==> config.mk <==
export PLATFORM = sky130hd
export DESIGN_NAME = regfile_scoreboard
export DESIGN_NICKNAME = d
export VERILOG_FILES = /design/src/rtl/regfile_scoreboard.sv
export SDC_FILE = /design/constraint.sdc
export NUM_CORES = 2
export LEC_CHECK = 0
export BUFFER_PORTS_ARGS = -buffer_cell sky130_fd_sc_hd__buf_4
export CELL_PAD_IN_SITES_DETAIL_PLACEMENT = 1
export CELL_PAD_IN_SITES_GLOBAL_PLACEMENT = 1
export CORE_MARGIN = 2
export CORE_UTILIZATION = 58
export CTS_CLUSTER_SIZE = 40
export DETAILED_ROUTE_END_ITERATION = 6
export PLACE_DENSITY_LB_ADDON = 0.08
export SLEW_MARGIN = 20
export SYNTH_ARGS = -nofsm -noshare
export SYNTH_HDL_FRONTEND = slang
export SYNTH_SLANG_ARGS = --single-unit
==> constraint.sdc <==
create_clock -name clk -period 8 [get_ports clk]
set_input_delay 0.4 -clock clk [delete_from_list [all_inputs] [get_ports clk]]
set_output_delay 0.4 -clock clk [all_outputs]
set_load 0.01 [all_outputs]
==> src/rtl/regfile_scoreboard.sv <==
// DEPTH x WIDTH register file with two combinational read ports, one write port,
// r0 hardwired to zero, optional write bypass and a per-register pending-write scoreboard.
module regfile_scoreboard #(
  parameter int WIDTH  = 32,
  parameter int DEPTH  = 32,
  parameter int ADDR_W = 5,
  parameter bit BYPASS = 1'b1
) (
  input  logic              clk,
  input  logic              clr,
  input  logic              we,
  input  logic [ADDR_W-1:0] waddr,
  input  logic [WIDTH-1:0]  wdata,
  input  logic [ADDR_W-1:0] raddr_a,
  input  logic [ADDR_W-1:0] raddr_b,
  output logic [WIDTH-1:0]  rdata_a,
  output logic [WIDTH-1:0]  rdata_b,
  input  logic              rsv_en,
  input  logic [ADDR_W-1:0] rsv_addr,
  output logic              busy_a,
  output logic              busy_b,
  output logic [ADDR_W:0]   pending_cnt
);

  localparam logic [ADDR_W:0] CNT_ONE = {{ADDR_W{1'b0}}, 1'b1};

  logic [WIDTH-1:0] regs [DEPTH];
  logic [DEPTH-1:0] pending;

  logic wr_ok, rsv_ok, cnt_inc, cnt_dec, byp_a, byp_b;

  assign wr_ok  = we && (waddr != '0);
  assign rsv_ok = rsv_en && (rsv_addr != '0);

  // A reservation on the written address wins, so that write never releases it.
  assign cnt_inc = rsv_ok && !pending[rsv_addr];
  assign cnt_dec = wr_ok && pending[waddr] && !(rsv_ok && (rsv_addr == waddr));

  always_ff @(posedge clk) begin
    if (clr) begin
      for (int i = 0; i < DEPTH; i++) regs[i] <= '0;
    end else if (wr_ok) begin
      regs[waddr] <= wdata;
    end
  end

  always_ff @(posedge clk) begin
    if (clr) begin
      pending     <= '0;
      pending_cnt <= '0;
    end else begin
      if (wr_ok)  pending[waddr]    <= 1'b0;
      if (rsv_ok) pending[rsv_addr] <= 1'b1;
      if (cnt_inc && !cnt_dec)      pending_cnt <= pending_cnt + CNT_ONE;
      else if (cnt_dec && !cnt_inc) pending_cnt <= pending_cnt - CNT_ONE;
    end
  end

  assign byp_a = BYPASS && we && (waddr == raddr_a);
  assign byp_b = BYPASS && we && (waddr == raddr_b);

  always_comb begin
    rdata_a = '0;
    if (raddr_a != '0) rdata_a = byp_a ? wdata : regs[raddr_a];
  end

  always_comb begin
    rdata_b = '0;
    if (raddr_b != '0) rdata_b = byp_b ? wdata : regs[raddr_b];
  end

  // pending[0] is never set, so address 0 reads as not busy.
  assign busy_a = pending[raddr_a] && !byp_a;
  assign busy_b = pending[raddr_b] && !byp_b;

endmodule

======== Word level (Yosys, flattened, before mapping) ========
Memories as Yosys holds them, arrays and structs flattened.
Index checks and enable logic that the tools add are counted.
word-level totals
  bits in read-only memories .............. 0
  latch bits .............................. 0
  RAM bits ................................ 1024
  logic and storage cells ................. 72
  input port bits ......................... 56
  bits in registers ....................... 38
  memories ................................ 1
cells by class
  mux-type cells .......................... 29
  bitwise logic cells ..................... 3
  reduce and logical (&&, ||, !) cells .... 26
  $mul .................................... 0
  equal/unequal tests ..................... 3
  divide/modulo/power cells ............... 0
  $lt $le $gt $ge ......................... 6
  add/sub/neg operators ................... 2
  shift operators ......................... 0
memories
  memory  depth  bits a word  rd ports  clocked after Yosys merged registers in  wr ports  line  source
  regs    32     32           2         0                                        32        27    logic [WIDTH-1:0] regs [DEPTH];
operator list
  kind                                                                          number
  32-bit 2-to-1 mux                                                             8
  32-bit bitwise AND                                                            1
  32-bit inverter                                                               1
  32-bit OR                                                                     1
  32-bit OR reduction                                                           1
  5-bit by 6-bit less-than comparator with 1-bit output, second input constant  4
  1-bit binary-select mux with 5-bit select                                     4
  5-bit nonzero test                                                            4
  5-bit == test                                                                 3
  1-bit logical AND                                                             14
  1-bit 2-to-1 mux                                                              12
  6-bit 2-to-1 mux                                                              2
  1-bit demux with 5-bit select                                                 2
  5-bit by 1-bit >= comparator with 1-bit output, second input constant         2
  6-bit by 1-bit adder with 6-bit output, second input constant                 1
  1-bit zero test                                                               6
  6-bit by 1-bit subtractor with 6-bit output, second input constant            1
  5-bit 2-to-1 mux                                                              1
  2-bit nonzero test                                                            1

======== Logic depth before layout (Yosys ltp) ========
  word-level depth ........................ 10
  gate-level depth with buffers ........... 15
  mapped depth without buffers ............ 13

======== Least setup slack after synthesis ========
Ideal clock, no wire load.
  kind .................................... input port to flip-flop
  start point ............................. input rsv_addr[0]
  end point ............................... register pending_cnt[5]
  setup slack ............................. 4.368 ns
  arrival ................................. 3.505 ns
  path buffers ............................ 1
  required time ........................... 7.873 ns
  stages on the path ...................... 13
  library setup time ...................... 0.127 ns
  path through ............................ buf_1 mux4_2 a311oi_1 a31oi_1 nor3_1 ha_1 inv_1 ha_1 a21oi_1 a21boi_0 o21a_1 o22a_1 or3_1
between the ends
  word-level cells in the longest chain between the ends .. 8
RTL lines
  what                                                                               line  source
  from (decl)                                                                        19    input logic [ADDR_W-1:0] rsv_addr,
  branches (longest 8 deep; another with 1-bit binary-select mux with 5-bit select)  -
  to (signal assigned)                                                               54    if (cnt_inc && !cnt_dec) pending_cnt <= pending_cnt + CNT_ONE;
  to (signal assigned)                                                               55    else if (cnt_dec && !cnt_inc) pending_cnt <= pending_cnt - CNT_ONE;
  to (decl)                                                                          22    output logic [ADDR_W:0] pending_cnt
Parallel ways; which one is timed is not known. The select of a mux whose other input is x is not followed.
A chain may end at the register's enable or synchronous reset.

======== Final worst setup path ========
  start point ............................. input raddr_a[1]
  end point ............................... output rdata_a[19]
between the ends
  word-level cells in the longest chain between the ends .. 4
RTL lines
  what                                                        line  source
  from (decl)                                                 14    input logic [ADDR_W-1:0] raddr_a,
  branches (longest 3 deep; another with memory 32 x 32 bit)  -
  32-bit 2-to-1 mux *                                         64    if (raddr_a != '0) rdata_a = byp_a ? wdata : regs[raddr_a];
  to (decl)                                                   16    output logic [WIDTH-1:0] rdata_a,
Mark *: on every way between the ends.

==> impl_metrics.json <==
{
  "grt-ovfl-total": 0,
  "crit_path_start_kind": "input pin",
  "fin_crit_ps": 4670,
  "cts_max_path_buffers": 3,
  "ir_worst_vdd_mv": 0.244,
  "fp.dieH_um": 322,
  "cts_tree": "done",
  "dr.pass1.iters": 6,
  "ant_nets": 0,
  "path_max_fanout": 46,
  "min_from": "rsv_en",
  "fp.dieW_um": 322,
  "synth_cells": 3947,
  "first_global_vias": 41441,
  "hold_depth": 3,
  "end_kind": "output port",
  "required_ps": 7600,
  "routedWlPerCell_um": 40.2,
  "async_flop_share_pct": 0,
  "timing.rr.end": "pending_cnt[5]",
  "syn2layout_area_growth_pct": 9.68,
  "cap_violations": 0,
  "clock_skew_ps": 11.1,
  "root_buffer": "clkbuf_16",
  "grt_setup_unrepaired": "no",
  "routed_wl_mm": 213,
  "synth_edf_count": 1024,
  "num_vias": 39748,
  "core-area_um2": 100000,
  "ios": 128,
  "finalSetupViolCount": 0,
  "rows": 116,
  "finalWeightedCongestion": 0.962,
  "final_nets": 3974,
  "syn_area_per_cell_um2": 14.8,
  "grt_first_pass_wirelength_mm": 303,
  "via_per_inst": 7.49,
  "hold_viol_final": 0,
  "die_area_um2": 103000,
  "track_usage_pct": 41.7,
  "layout_common_cells": "edfxtp_1 (1024), and2_1 (994), mux4_2 (532), mux2i_1 (257), buf_4 (213)",
  "port_buffers": 127,
  "hold_end": "pending[31]",
  "status": "finished, final reports clean",
  "leakagePower_nw": 22.5,
  "n_fill_cell": 8887,
  "r2r_cells": 13,
  "synth_cell_types": 67,
  "fmax_mhz": 214,
  "mostFrequentLayoutCell": "edfxtp_1",
  "power.total_mw": 13.9,
  "period_share_pct": 58.3,
  "drive_gt1_share_pct": 25.2,
  "dp_hpwl_mm": 124,
  "r2r_slack_ps": 4120,
  "slew_violations": 0,
  "ys_seq_area_share_pct": 53.9,
  "synth_area_um2": 58500,
  "crit_type": "input pin to output port",
  "power_density_nw_per_um2": 217,
  "cts.clk_slew.worst_paths_ps": 60,
  "synthFlopType": "edfxtp_1",
  "cts_num_sinks": 1062,
  "finalSetupTns_ps": 0,
  "pre_cts_ws_ps": 3530,
  "ys_warn_count": 0,
  "crit_arrival_ps": 4270,
  "drc": 0,
  "max_slew_margin_pct": 23.3,
  "timing.rr.start": "pending[31]",
  "finalWorstSetupSlack_ps": 3330,
  "initial_core_util_pct": 58.5,
  "cts_resized": 0,
  "postCtsSetupRepairBufs": 0,
  "cts_hold_buffers": 0,
  "cts_buffers": 115,
  "grt_antenna_before_repair": 17,
  "htree_num_levels": 3,
  "drt_iter0_drc": 6269,
  "tightestPinTransition_ps": 1150,
  "grt_max_degree": 102,
  "worstSkewPairLatency_ps": 720,
  "ys_seq_elements": 1062,
  "hold_class": "input pin to register"
}
[report_power, final]
part	leakage [nW]	internal [mW]	switching (mW)	total (mW)
registers	10.1	6.41	0.182	6.59
clock network	1.83	3.11	2.27	5.38
logic	10.5	0.769	1.17	1.94
[layer usage]
layer | share of wire (%) | vias up | global-route usage (%) | routed length, um
met5 | 0.040 | - | 0 | 85
met4 | 7.0 | 14 | 24.8 | 15000
met3 | 13 | 745 | 10.9 | 27400
met2 | 46 | 3186 | 64.3 | 97900
met1 | 34 | 20693 | 53.6 | 73000
li1 | - | 15110 | - | -
[logic make-up after synthesis]
| group | Yosys count | synth area share (%) |
|---|---|---|
| XOR/XNOR | 17 | 0.255 |
| other | 1 | 0.00641 |
| multiplexers | 792 | 24.9 |
| AO/OA/AOI/OAI | 353 | 4.07 |
| AND/OR/NAND/NOR | 1267 | 12.9 |
| buffers and inverters | 448 | 3.73 |
| adder cells (fa/ha/maj) | 7 | 0.163 |
| flip-flops | 1062 | 53.9 |
[synth_stat cells (all sizes together), types with 5 or more instances]
cell type / number / area [um2]
and2: 996 / 6230
buf: 130 / 985
dfxtp: 38 / 761
nor3b: 10 / 75.1
nor2: 97 / 364
or2: 6 / 37.5
mux2i: 257 / 2570
nand2: 56 / 210
o22ai: 63 / 394
clkbuf: 281 / 1060
ha: 6 / 75.1
inv: 35 / 131
o211a: 5 / 50.1
a21oi: 39 / 195
nand4: 9 / 56.3
or3: 7 / 43.8
a31oi: 14 / 87.6
nand3b: 19 / 143
a221oi: 37 / 324
nand2b: 8 / 50.1
edfxtp: 1024 / 30700
o21bai: 14 / 105
mux4: 532 / 12000
o21ai: 93 / 465
a21o: 19 / 143
nand3: 18 / 90.1
nor3: 12 / 60.1
a22oi: 11 / 82.6
xnor2: 13 / 114
nor2b: 11 / 68.8
a221o: 27 / 270
[state kept, by name, summed over array words and instances, names as in the netlist]
| signal | count |
|---|---|
| regs | 1024 |
| pending_cnt | 6 |
| pending | 32 |
[per-stage QoR]
stage	cells	util [%]	hold slack, ps	area, um2
CTS	5306	64.1	115	64100
finish	5308	64.1	146	64100
floorplan	3978	-	472	58600
global route	5306	64.1	158	64100
detailed placement	5092	60.4	502	60400
global placement	5089	60.3	490	60300
[layout make-up]
class / instances / area [um2] / area share [%]
inverters: 37 / 140 / 0.218
well taps: 1298 / 1620 / 2.53
multi-input cells: 2468 / 25300 / 39.4
clock inverters: 69 / 594 / 0.927
diodes: 2 / 5.00 / 0.00780
repair buffers: 227 / 1840 / 2.87
clock buffers: 145 / 3150 / 4.90
flip-flops and latches: 1062 / 31500 / 49.1
[critical path, cell delays in order]
cell and delay (ps):
buf_8 300, buf_4 730, buf_4 750, mux4_2 350, or2_2 110, a21oi_1 80
o211a_1 250, nor4_1 930, buf_4 270
[how the worst max path moves through the flow]
stage | end | startpoint | slack (ps) | cells after the start
final | rdata_a[19] | raddr_a[1] | 3330 | 9
after CTS | rdata_a[19] | raddr_a[1] | 3510 | 9
after global placement | rdata_a[19] | raddr_a[1] | 3550 | 9
after global routing | rdata_a[19] | raddr_a[1] | 3330 | 9
after detailed placement | rdata_a[19] | raddr_a[1] | 3530 | 9
after floorplan | pending_cnt[5] | rsv_addr[0] | 4370 | 13
(Power assumes the default switching activity.)
